<file path="config.mk">
export PLATFORM = sky130hd
export DESIGN_NAME = wino_tile_gather_22_32
export DESIGN_NICKNAME = d
export VERILOG_FILES = /design/src/rtl/wino_tile_gather_22_32_pkg.sv /design/src/rtl/wino_tile_bank.sv /design/src/rtl/wino_tile_gather_22_32.sv
export SDC_FILE = /design/constraint.sdc
export NUM_CORES = 1
export LEC_CHECK = 0
export CORE_UTILIZATION = 49
export DETAILED_ROUTE_END_ITERATION = 10
export PLACE_DENSITY = 0.82
export SLEW_MARGIN = 20
export SYNTH_ARGS = -nofsm -noshare
export SYNTH_HDL_FRONTEND = slang
export SYNTH_SLANG_ARGS = --single-unit
export TNS_END_PERCENT = 5
</file>
<file path="constraint.sdc">
create_clock -name clk -period 4.1 [get_ports clk]
set_input_delay 0.82 -clock clk [delete_from_list [all_inputs] [get_ports clk]]
set_output_delay 0.82 -clock clk [all_outputs]
set_load 0.02 [all_outputs]
</file>
<file path="src/rtl/wino_tile_gather_22_32_pkg.sv">
// Shared tile geometry for the Winograd F(2x2,3x2) input tile gatherer.
package wino_tile_gather_22_32_pkg;

    localparam int unsigned TILE_ROWS  = 4;
    localparam int unsigned TILE_COLS  = 3;
    localparam int unsigned TILE_ELEMS = TILE_ROWS * TILE_COLS;
    localparam int unsigned BEAT_W     = 4;

    typedef logic [BEAT_W-1:0] beat_idx_t;

    // Index of the final raster beat of a tile
    localparam beat_idx_t LAST_BEAT = beat_idx_t'(TILE_ELEMS - 1);

endpackage

</file>
<file path="src/rtl/wino_tile_bank.sv">
// One tile bank: 12 element registers, written one beat at a time, read in parallel.
module wino_tile_bank
    import wino_tile_gather_22_32_pkg::*;
#(
    parameter int unsigned data_width = 20
) (
    input  logic                  clk,
    input  logic                  rst_n,
    input  logic                  i_we,
    input  beat_idx_t             i_widx,
    input  logic [data_width-1:0] i_wdata,
    output logic [data_width-1:0] o_q [TILE_ELEMS]
);

    logic [data_width-1:0] r_mem [TILE_ELEMS];

    // Element storage; cleared on reset so the outputs start at zero
    always_ff @(posedge clk) begin
        if (!rst_n) begin
            for (int i = 0; i < int'(TILE_ELEMS); i++) begin
                r_mem[i] <= '0;
            end
        end else begin
            for (int i = 0; i < int'(TILE_ELEMS); i++) begin
                if (i_we && (i_widx == beat_idx_t'(i))) begin
                    r_mem[i] <= i_wdata;
                end
            end
        end
    end

    // Parallel readout of all entries
    always_comb begin
        for (int i = 0; i < int'(TILE_ELEMS); i++) begin
            o_q[i] = r_mem[i];
        end
    end

endmodule

</file>
<file path="src/rtl/wino_tile_gather_22_32.sv">
// Serial-to-parallel 4x3 tile assembler with ping-pong banks feeding the
// Winograd input transform.
module wino_tile_gather_22_32
    import wino_tile_gather_22_32_pkg::*;
#(
    parameter int unsigned data_width = 20,
    parameter int unsigned cnt_width  = 16
) (
    input  logic                  clk,
    input  logic                  rst_n,
    input  logic                  s_valid,
    output logic                  s_ready,
    input  logic [data_width-1:0] s_data,
    input  logic                  s_last,
    output logic                  m_valid,
    input  logic                  m_ready,
    output logic [data_width-1:0] dout0,
    output logic [data_width-1:0] dout1,
    output logic [data_width-1:0] dout2,
    output logic [data_width-1:0] dout3,
    output logic [data_width-1:0] dout4,
    output logic [data_width-1:0] dout5,
    output logic [data_width-1:0] dout6,
    output logic [data_width-1:0] dout7,
    output logic [data_width-1:0] dout8,
    output logic [data_width-1:0] dout9,
    output logic [data_width-1:0] dout10,
    output logic [data_width-1:0] dout11,
    output logic [cnt_width-1:0]  tile_cnt,
    output logic                  err_align
);

    logic [1:0]           r_full;
    logic                 r_wr_ptr;
    logic                 r_rd_ptr;
    beat_idx_t            r_beat;
    logic [cnt_width-1:0] r_tile_cnt;
    logic                 r_err;

    logic                  w_acc;
    logic                  w_beat_last;
    logic                  w_hand;
    logic [1:0]            w_full_d;
    logic [data_width-1:0] w_q0   [TILE_ELEMS];
    logic [data_width-1:0] w_q1   [TILE_ELEMS];
    logic [data_width-1:0] w_dout [TILE_ELEMS];

    assign s_ready     = rst_n & ~r_full[r_wr_ptr];
    assign w_acc       = s_valid & s_ready;
    assign w_beat_last = (r_beat == LAST_BEAT);
    assign m_valid     = r_full[r_rd_ptr];
    assign w_hand      = m_valid & m_ready;
    assign tile_cnt    = r_tile_cnt;
    assign err_align   = r_err;

    wino_tile_bank #(
        .data_width (data_width)
    ) u_bank0 (
        .clk     (clk),
        .rst_n   (rst_n),
        .i_we    (w_acc && !r_wr_ptr),
        .i_widx  (r_beat),
        .i_wdata (s_data),
        .o_q     (w_q0)
    );

    wino_tile_bank #(
        .data_width (data_width)
    ) u_bank1 (
        .clk     (clk),
        .rst_n   (rst_n),
        .i_we    (w_acc && r_wr_ptr),
        .i_widx  (r_beat),
        .i_wdata (s_data),
        .o_q     (w_q1)
    );

    // Full flags: a completed write and a handoff of the other bank may coincide
    always_comb begin
        w_full_d = r_full;
        if (w_hand) begin
            w_full_d[r_rd_ptr] = 1'b0;
        end
        if (w_acc && w_beat_last) begin
            w_full_d[r_wr_ptr] = 1'b1;
        end
    end

    // Pointers, beat index, tile counter and sticky alignment error
    always_ff @(posedge clk) begin
        if (!rst_n) begin
            r_full     <= '0;
            r_wr_ptr   <= 1'b0;
            r_rd_ptr   <= 1'b0;
            r_beat     <= '0;
            r_tile_cnt <= '0;
            r_err      <= 1'b0;
        end else begin
            r_full <= w_full_d;
            if (w_acc) begin
                if (w_beat_last) begin
                    r_beat   <= '0;
                    r_wr_ptr <= ~r_wr_ptr;
                end else if (s_last) begin
                    // Early s_last: drop the partial tile and restart at beat 0
                    r_beat <= '0;
                    r_err  <= 1'b1;
                end else begin
                    r_beat <= r_beat + beat_idx_t'(1);
                end
            end
            if (w_hand) begin
                r_rd_ptr   <= ~r_rd_ptr;
                r_tile_cnt <= r_tile_cnt + cnt_width'(1);
            end
        end
    end

    // Output mux selects the read bank
    always_comb begin
        for (int i = 0; i < int'(TILE_ELEMS); i++) begin
            w_dout[i] = r_rd_ptr ? w_q1[i] : w_q0[i];
        end
    end

    assign dout0  = w_dout[0];
    assign dout1  = w_dout[1];
    assign dout2  = w_dout[2];
    assign dout3  = w_dout[3];
    assign dout4  = w_dout[4];
    assign dout5  = w_dout[5];
    assign dout6  = w_dout[6];
    assign dout7  = w_dout[7];
    assign dout8  = w_dout[8];
    assign dout9  = w_dout[9];
    assign dout10 = w_dout[10];
    assign dout11 = w_dout[11];

endmodule

</file>
== Word level (Yosys, flattened, before mapping) ==
Memory sizes are Yosys's and may differ from the RTL's.
Index checks and enable logic that the tools add are counted.
Widths: inputs -> output; s select.

* Bits in writable memories: 480
* Bits of input ports: 25
* Bits in registers: 25
* Output and inout port bits: 259
* Logic and storage cells: 213
* Memory bits (read-only): 0
* Memories kept: 2
* Latch bits: 0

* Magnitude comparators: 4
* Add/sub/neg operators: 2
* Eq/ne operators: 11
* Divide/modulo/power cells: 0
* Shift operators: 0
* Reduce and logical (&&, ||, !) cells: 33
* Multipliers: 0
* Muxes and demuxes: 121
* Bitwise logic cells: 34

{| class="wikitable"
|+ Memories
! memory !! depth !! width !! read ports !! clocked after memory_dff !! wr ports !! RTL line !! RTL
|-
| u_bank0.r_mem || 12 || 20 || 12 || 0 || 12 || wino_tile_bank.sv:15 || <nowiki>logic [data_width-1:0] r_mem [TILE_ELEMS];</nowiki>
|-
| u_bank1.r_mem || 12 || 20 || 12 || 0 || 12 || wino_tile_bank.sv:15 ||
|}

{| class="wikitable"
|+ Operator list
! operator !! count
|-
| $mux 20 || 36
|-
| $mux 1 || 79
|-
| $logic_and 1x1->1 || 29
|-
| $or 1x1->1 || 24
|-
| $add 16x1->16 const B || 1
|-
| $eq 4x3->1 const B || 4
|-
| $eq 4x4->1 const B || 4
|-
| $eq 4x2->1 const B || 2
|-
| $mux 4 || 2
|-
| $add 4x1->4 const B || 1
|-
| $eq 4x1->1 const B || 1
|-
| $logic_not 4->1 || 1
|-
| $lt 1x2->1 const B || 2
|-
| $mux 2 || 2
|-
| $not 1->1 || 4
|-
| $and 1x1->1 || 3
|-
| $reduce_and 3->1 || 1
|-
| $and 2x2->2 || 1
|-
| $demux 1 s1 || 2
|-
| $ge 1x1->1 const B || 2
|-
| $not 2->2 || 1
|-
| $or 2x2->2 || 1
|-
| $reduce_and 2->1 || 1
|-
| $logic_not 1->1 || 1
|}

== Logic depth before layout (Yosys ltp) ==
* Depth in word-level cells: 11
* Gate-level depth with buffers: 6
* Mapped depth without buffers: 5

== Modules after synthesis ==
Synthesis repeated with hierarchy kept, for this count alone.

* Cells, all modules: 1539
* Area total of the unflattened synthesis: 22157.5 um^2

{| class="wikitable"
|+ Modules (own cells, without submodules)
! module !! area an instance (um^2) !! instances !! cells each !! seq. area each (um^2)
|-
| wino_tile_bank at u_bank0 || 9081.2 || 1 || 567 || 7206.9
|-
| wino_tile_bank at u_bank1 || 9080.0 || 1 || 567 || 7206.9
|-
| wino_tile_gather_22_32 || 3996.3 || 1 || 405 || 500.5
|}

== Least setup slack after synthesis ==
OpenSTA, ideal clock, no wires.

* Kind: input to register
* Start: input rst_n
* End: memory u_bank1.r_mem[11][0] (netlist: u_bank1.r_mem[0][220]) (enable)
* Data arrival time: 2824 ps
* Stages: 3
* Buffers on the path: 1
* Slack: 849 ps
* Library setup time: 427 ps
* Required time: 3673 ps
* Path through: clkbuf_1 nand3_1 o21ai_0

{| class="wikitable"
|+ RTL lines
! element !! RTL line !! RTL
|-
| start: declaration || wino_tile_gather_22_32.sv:10 || <nowiki>input logic rst_n,</nowiki>
|-
| end: declaration || wino_tile_bank.sv:15 ||
|}

== Final worst setup path ==
* Start: register r_rd_ptr
* End: output dout2[5]

* Cells in the longest elaborated chain, start to end: 1

{| class="wikitable"
|+ RTL lines
! element !! RTL line !! RTL
|-
| start: declaration || wino_tile_gather_22_32.sv:35 || <nowiki>logic r_rd_ptr;</nowiki>
|-
| start signal: assignment || wino_tile_gather_22_32.sv:113 || <nowiki>r_rd_ptr <= ~r_rd_ptr;</nowiki>
|-
| $mux 20 || wino_tile_gather_22_32.sv:122 || <nowiki>w_dout[i] = r_rd_ptr ? w_q1[i] : w_q0[i];</nowiki>
|-
| end: declaration || wino_tile_gather_22_32.sv:19 || <nowiki>output logic [data_width-1:0] dout2,</nowiki>
|}

No other way between the ends.

==> report_table.html <==
<table>
<tr><th>Metric</th><th>Value</th></tr>
<tr><th colspan="2">Synthesis</th></tr>
<tr><td>Top cells by instance count after synthesis</td><td>480 x edfxtp_1, 412 x nor2_1, 240 x mux2_2</td></tr>
<tr><td>Most numerous cell in the Yosys netlist</td><td>edfxtp_1</td></tr>
<tr><td>Yosys warns</td><td>0</td></tr>
<tr><td>Net Count, Synth</td><td>1,498</td></tr>
<tr><td>Dominant register cell in the synthesized netlist</td><td>edfxtp_1</td></tr>
<tr><td>Average size of a mapped cell</td><td>14.0 um^2</td></tr>
<tr><td>Number of synthesized register bits</td><td>505</td></tr>
<tr><td>Count of flip-flops with a built-in enable after synthesis</td><td>480</td></tr>
<tr><td>Syn Std Cell Area</td><td>20,600 um^2</td></tr>
<tr><td>Number of instances in the synthesized netlist</td><td>1,468</td></tr>
<tr><td>Cell type contributing the most total cell area after synthesis</td><td>edfxtp_1</td></tr>
<tr><td>Share of Yosys cell area claimed by the top area cell type</td><td>69.9%</td></tr>
<tr><td>FFs w/ async S/R, synth</td><td>0%</td></tr>
<tr><td>Fraction of the yosys area taken by sequential cells</td><td>72.3%</td></tr>
<tr><td>Synth cell types</td><td>37</td></tr>
<tr><td>Biggest area contributors in the synthesized netlist</td><td>edfxtp_1 70%, mux2_2 13%, nor2_1 7.5%</td></tr>
<tr><th colspan="2">Floorplanning</th></tr>
<tr><td>Top Ports</td><td>284</td></tr>
<tr><td>Number of placement rows</td><td>74</td></tr>
<tr><td>Initial standard-cell utilization of the core</td><td>50.1%</td></tr>
<tr><td>Width of the die</td><td>207 um</td></tr>
<tr><td>Core footprint</td><td>41,200 um^2</td></tr>
<tr><td>Die H</td><td>207 um</td></tr>
<tr><td>Total die area</td><td>42,900 um^2</td></tr>
<tr><th colspan="2">Timing</th></tr>
<tr><td>Transition time of the tightest slew-check pin</td><td>1090 ps</td></tr>
<tr><td>Slack of the critical path</td><td>633 ps</td></tr>
<tr><td>Finish-stage setup viols</td><td>0</td></tr>
<tr><td>Hold violation count in the final report</td><td>0</td></tr>
<tr><td>Relative max-transition margin</td><td>27.1%</td></tr>
<tr><td>Final-layout setup total negative slack</td><td>0 ps</td></tr>
<tr><td>Post-route clock period utilization</td><td>84.6%</td></tr>
<tr><td>RSZ-0062 raised after global routing</td><td>false</td></tr>
<tr><td>Top achievable clock speed</td><td>288 MHz</td></tr>
<tr><td>Worst clock skew</td><td>13.5 ps</td></tr>
<tr><td>Count of final max-slew check failures</td><td>0</td></tr>
<tr><td>Final critical-path required period</td><td>3470 ps</td></tr>
<tr><th colspan="2">Global routing</th></tr>
<tr><td>Remaining global-route overflow</td><td>0</td></tr>
<tr><td>Number of antenna violations at the first check in global routing</td><td>2</td></tr>
<tr><td>Number of global-route vias before repair</td><td>12,600</td></tr>
<tr><td>Global-route wire length before repair</td><td>76,500 um</td></tr>
<tr><td>All-Layer GR Usage</td><td>24.0%</td></tr>
<tr><td>Maximum number of pins on one net before global-route repair</td><td>86</td></tr>
<tr><th colspan="2">Critical path</th></tr>
<tr><td>Worst path cell trace</td><td>buf_12 -&gt; mux2_2 -&gt; clkdlybuf4s50_1</td></tr>
<tr><td>Start-to-end type of the worst setup path</td><td>reg2out</td></tr>
<tr><td>Beginning of the worst register-to-register path</td><td>r_beat[2]</td></tr>
<tr><td>Count of cell instances traversed by the critical path</td><td>3</td></tr>
<tr><td>Element type at the critical path start</td><td>flip-flop</td></tr>
<tr><td>Crit Path Max Fanout</td><td>85</td></tr>
<tr><td>Top Family by Delay on Critical Path</td><td>buffers and inverters</td></tr>
<tr><td>Critical path endpoint category</td><td>primary output</td></tr>
<tr><td>Depth of the worst register-to-register path</td><td>6</td></tr>
<tr><td>Capture point of the worst reg-to-reg path</td><td>u_bank0.r_mem[0][29]</td></tr>
<tr><td>Critical Path Start</td><td>r_rd_ptr</td></tr>
<tr><td>End of the critical path</td><td>dout2[5]</td></tr>
<tr><td>Worst Path Arrival</td><td>2650 ps</td></tr>
<tr><td>Crit-path slowest cell</td><td>dfxtp_4</td></tr>
<tr><td>Bufs and invs on worst path</td><td>2</td></tr>
<tr><td>Required @ worst endpoint</td><td>3280 ps</td></tr>
<tr><td>Reg-to-reg setup timing slack</td><td>1560 ps</td></tr>
<tr><td>Largest stage delay on the critical path</td><td>590 ps</td></tr>
<tr><th colspan="2">Power</th></tr>
<tr><td>Share of power burned in registers</td><td>51.9%</td></tr>
<tr><td>Power per cell area</td><td>441 nW/um^2</td></tr>
<tr><td>Internal power contribution</td><td>8950 uW</td></tr>
<tr><td>Sw Ratio</td><td>21.5%</td></tr>
<tr><td>Overall power after layout</td><td>11,400 uW</td></tr>
<tr><td>Combinational cell fraction of total power</td><td>7.1%</td></tr>
<tr><td>IR Drop Worst-Case VDD</td><td>331 uV</td></tr>
<tr><td>Net switching power of the design</td><td>2440 uW</td></tr>
<tr><td>Clk pwr share</td><td>41.0%</td></tr>
<tr><td>Cell leakage power</td><td>0.00917 uW</td></tr>
<tr><th colspan="2">Routing</th></tr>
<tr><td>Vias per Instance</td><td>5.46</td></tr>
<tr><td>Number of search-and-repair iterations in the first detailed-routing pass</td><td>5</td></tr>
<tr><td>Average wire per cell in the routed design</td><td>22.5 um</td></tr>
<tr><td>DRC marker count from the first detailed-route iteration</td><td>1,175</td></tr>
<tr><td>Routed Antenna Nets</td><td>0</td></tr>
<tr><td>Number of remaining DRC errors</td><td>0</td></tr>
<tr><td>Met3 routed wirelength</td><td>4000 um</td></tr>
<tr><td>Highest routed layer</td><td>met5</td></tr>
<tr><td>Routed via count</td><td>12,600</td></tr>
<tr><td>Drt total wl</td><td>51,900 um</td></tr>
<tr><td>Routed metal-1 wirelength</td><td>21,000 um</td></tr>
<tr><td>Sum of met2 wire segment lengths after detailed routing</td><td>25,000 um</td></tr>
<tr><th colspan="2">Placement</th></tr>
<tr><td>Number of I/O port buffers</td><td>283</td></tr>
<tr><td>Placed cell count</td><td>2,219</td></tr>
<tr><td>Gpl congestion</td><td>0.808</td></tr>
<tr><td>Post-Place Setup Slack</td><td>583 ps</td></tr>
<tr><td>Final HPWL DP</td><td>32,300 um</td></tr>
<tr><th colspan="2">Finish</th></tr>
<tr><td>Final antenna diode count</td><td>0</td></tr>
<tr><td>Fraction of layout cells with a size suffix above 1</td><td>21.4%</td></tr>
<tr><td>Final cell count without fillers</td><td>2,310</td></tr>
<tr><td>Layout filler cell count</td><td>2,969</td></tr>
<tr><td>Layout area overhead</td><td>25.3%</td></tr>
<tr><td>Final #Nets</td><td>1,769</td></tr>
<tr><td>Utilization after layout</td><td>62.7%</td></tr>
<tr><th colspan="2">Clocking</th></tr>
<tr><td>CTS root buf</td><td>clkbuf_16</td></tr>
<tr><td>Number of gates resized after CTS</td><td>0</td></tr>
<tr><td>Post-CTS Hold Buffers</td><td>0</td></tr>
<tr><td>H-tree depth</td><td>2</td></tr>
<tr><td>Setup Fix Bufs, Post-CTS</td><td>0</td></tr>
<tr><td>Number of clock buffers inserted by TritonCTS</td><td>50</td></tr>
<tr><td>Clock input transition at the sequential cells of the worst setup and hold paths</td><td>60 ps</td></tr>
<tr><td>Clock net sink count</td><td>505</td></tr>
<tr><td>Clock tree buffer depth</td><td>3</td></tr>
<tr><td>Later-pin clock latency in the skew report</td><td>560 ps</td></tr>
<tr><td>CTS tree</td><td>yes</td></tr>
<tr><th colspan="2">Flow run</th></tr>
<tr><td>Max Cap Violations</td><td>0</td></tr>
<tr><th colspan="2">Worst hold path</th></tr>
<tr><td>Classification of the worst-slack hold path</td><td>reg2reg</td></tr>
<tr><th colspan="2">Status</th></tr>
<tr><td>Outcome</td><td>complete, no violations</td></tr>
</table>
cell usage in the layout (no fill, tap or decap), types with 4 or more instances in the layout:
master / Yosys / routed
xnor2_1: 6 / 6
a21oi_1: 11 / 11
nand3_1: 9 / 9
edfxtp_1: 480 / 480
nor2_1: 412 / 412
clkbuf_16: 0 / 53
buf_4: 0 / 53
dfxtp_1: 25 / 24
mux2_2: 240 / 240
o21ai_0: 6 / 5
nor3_1: 5 / 5
clkinv_1: 0 / 9
clkinv_2: 0 / 9
or4_1: 4 / 4
nor4_1: 5 / 5
clkdlybuf4s50_1: 0 / 282
inv_1: 26 / 26
bufinv_16: 0 / 7
nand4_1: 5 / 5
clkinvlp_4: 0 / 4
clkbuf_1: 108 / 7
ha_1: 5 / 5
nand2_1: 78 / 77
layer usage:
metal | GRT usage [%] | up-vias
li1 | - | 5699
met4 | 9.42 | 4
met3 | 4.68 | 90
met2 | 39.3 | 573
met1 | 31.8 | 6254
met5 | 0 | -
power groups by stage:
stage	logic, uW	clock network (uW)	registers (uW)
2_1_floorplan	402	0	6000
3_3_place_gp	797	0	6010
3_5_place_dp	806	0	6030
4_1_cts	811	4720	5920
5_1_grt	841	4930	5930
6_report	804	4670	5920
sequential cells by signal, summed over array words and instances (netlist names):
register,cells
r_wr_ptr,1
r_rd_ptr,1
u_bank1.r_mem,240
u_bank0.r_mem,240
err_align,1
r_beat,4
tile_cnt,16
r_full,2
through the flow:
step | instance area (um^2) | hold WS (ps)
2_1_floorplan | 20600 | 477
3_3_place_gp | 24100 | 475
3_5_place_dp | 24100 | 474
4_1_cts | 25800 | 489
5_1_grt | 25800 | 518
6_report | 25800 | 490
worst register-to-register path, stage by stage, from the launching register on:
cell and delay [ps]:
dfxtp_1 350, nand3b_1 230, nor4_1 440, buf_4 220, nand2_1 60, buf_4 230, nand2_1 650
cell type report:
| cell class | instances | area (um^2) | area share, % |
|---|---|---|---|
| Multi-Input combinational cell | 817 | 5170 | 20.0 |
| Inverter | 26 | 97.6 | 0.378 |
| Clock inverter | 31 | 337 | 1.30 |
| Sequential cell | 505 | 14900 | 57.8 |
| Timing Repair Buffer | 339 | 3290 | 12.7 |
| Tap cell | 532 | 666 | 2.58 |
| Clock buffer | 60 | 1350 | 5.24 |
how the worst min path moves through the flow:
stage,from,to,slack (ps),cells past startpoint
finish,err_align,err_align,490,1
global route,err_align,err_align,520,1
CTS,tile_cnt[15],tile_cnt[15],490,2
detailed placement,err_align,err_align,470,1
global placement,tile_cnt[15],tile_cnt[15],470,2
floorplan,r_beat[1],r_beat[1],480,2
kinds of logic after synthesis:
family | synth area share (%)
AO/OA/AOI/OAI | 0.728
XOR/XNOR | 0.382
adder cells (fa/ha/maj) | 0.303
buffers and inverters | 2.69
flip-flops | 72.3
multiplexers | 13.3
AND/OR/NAND/NOR | 10.3
Power figures use the tool's default switching activity.
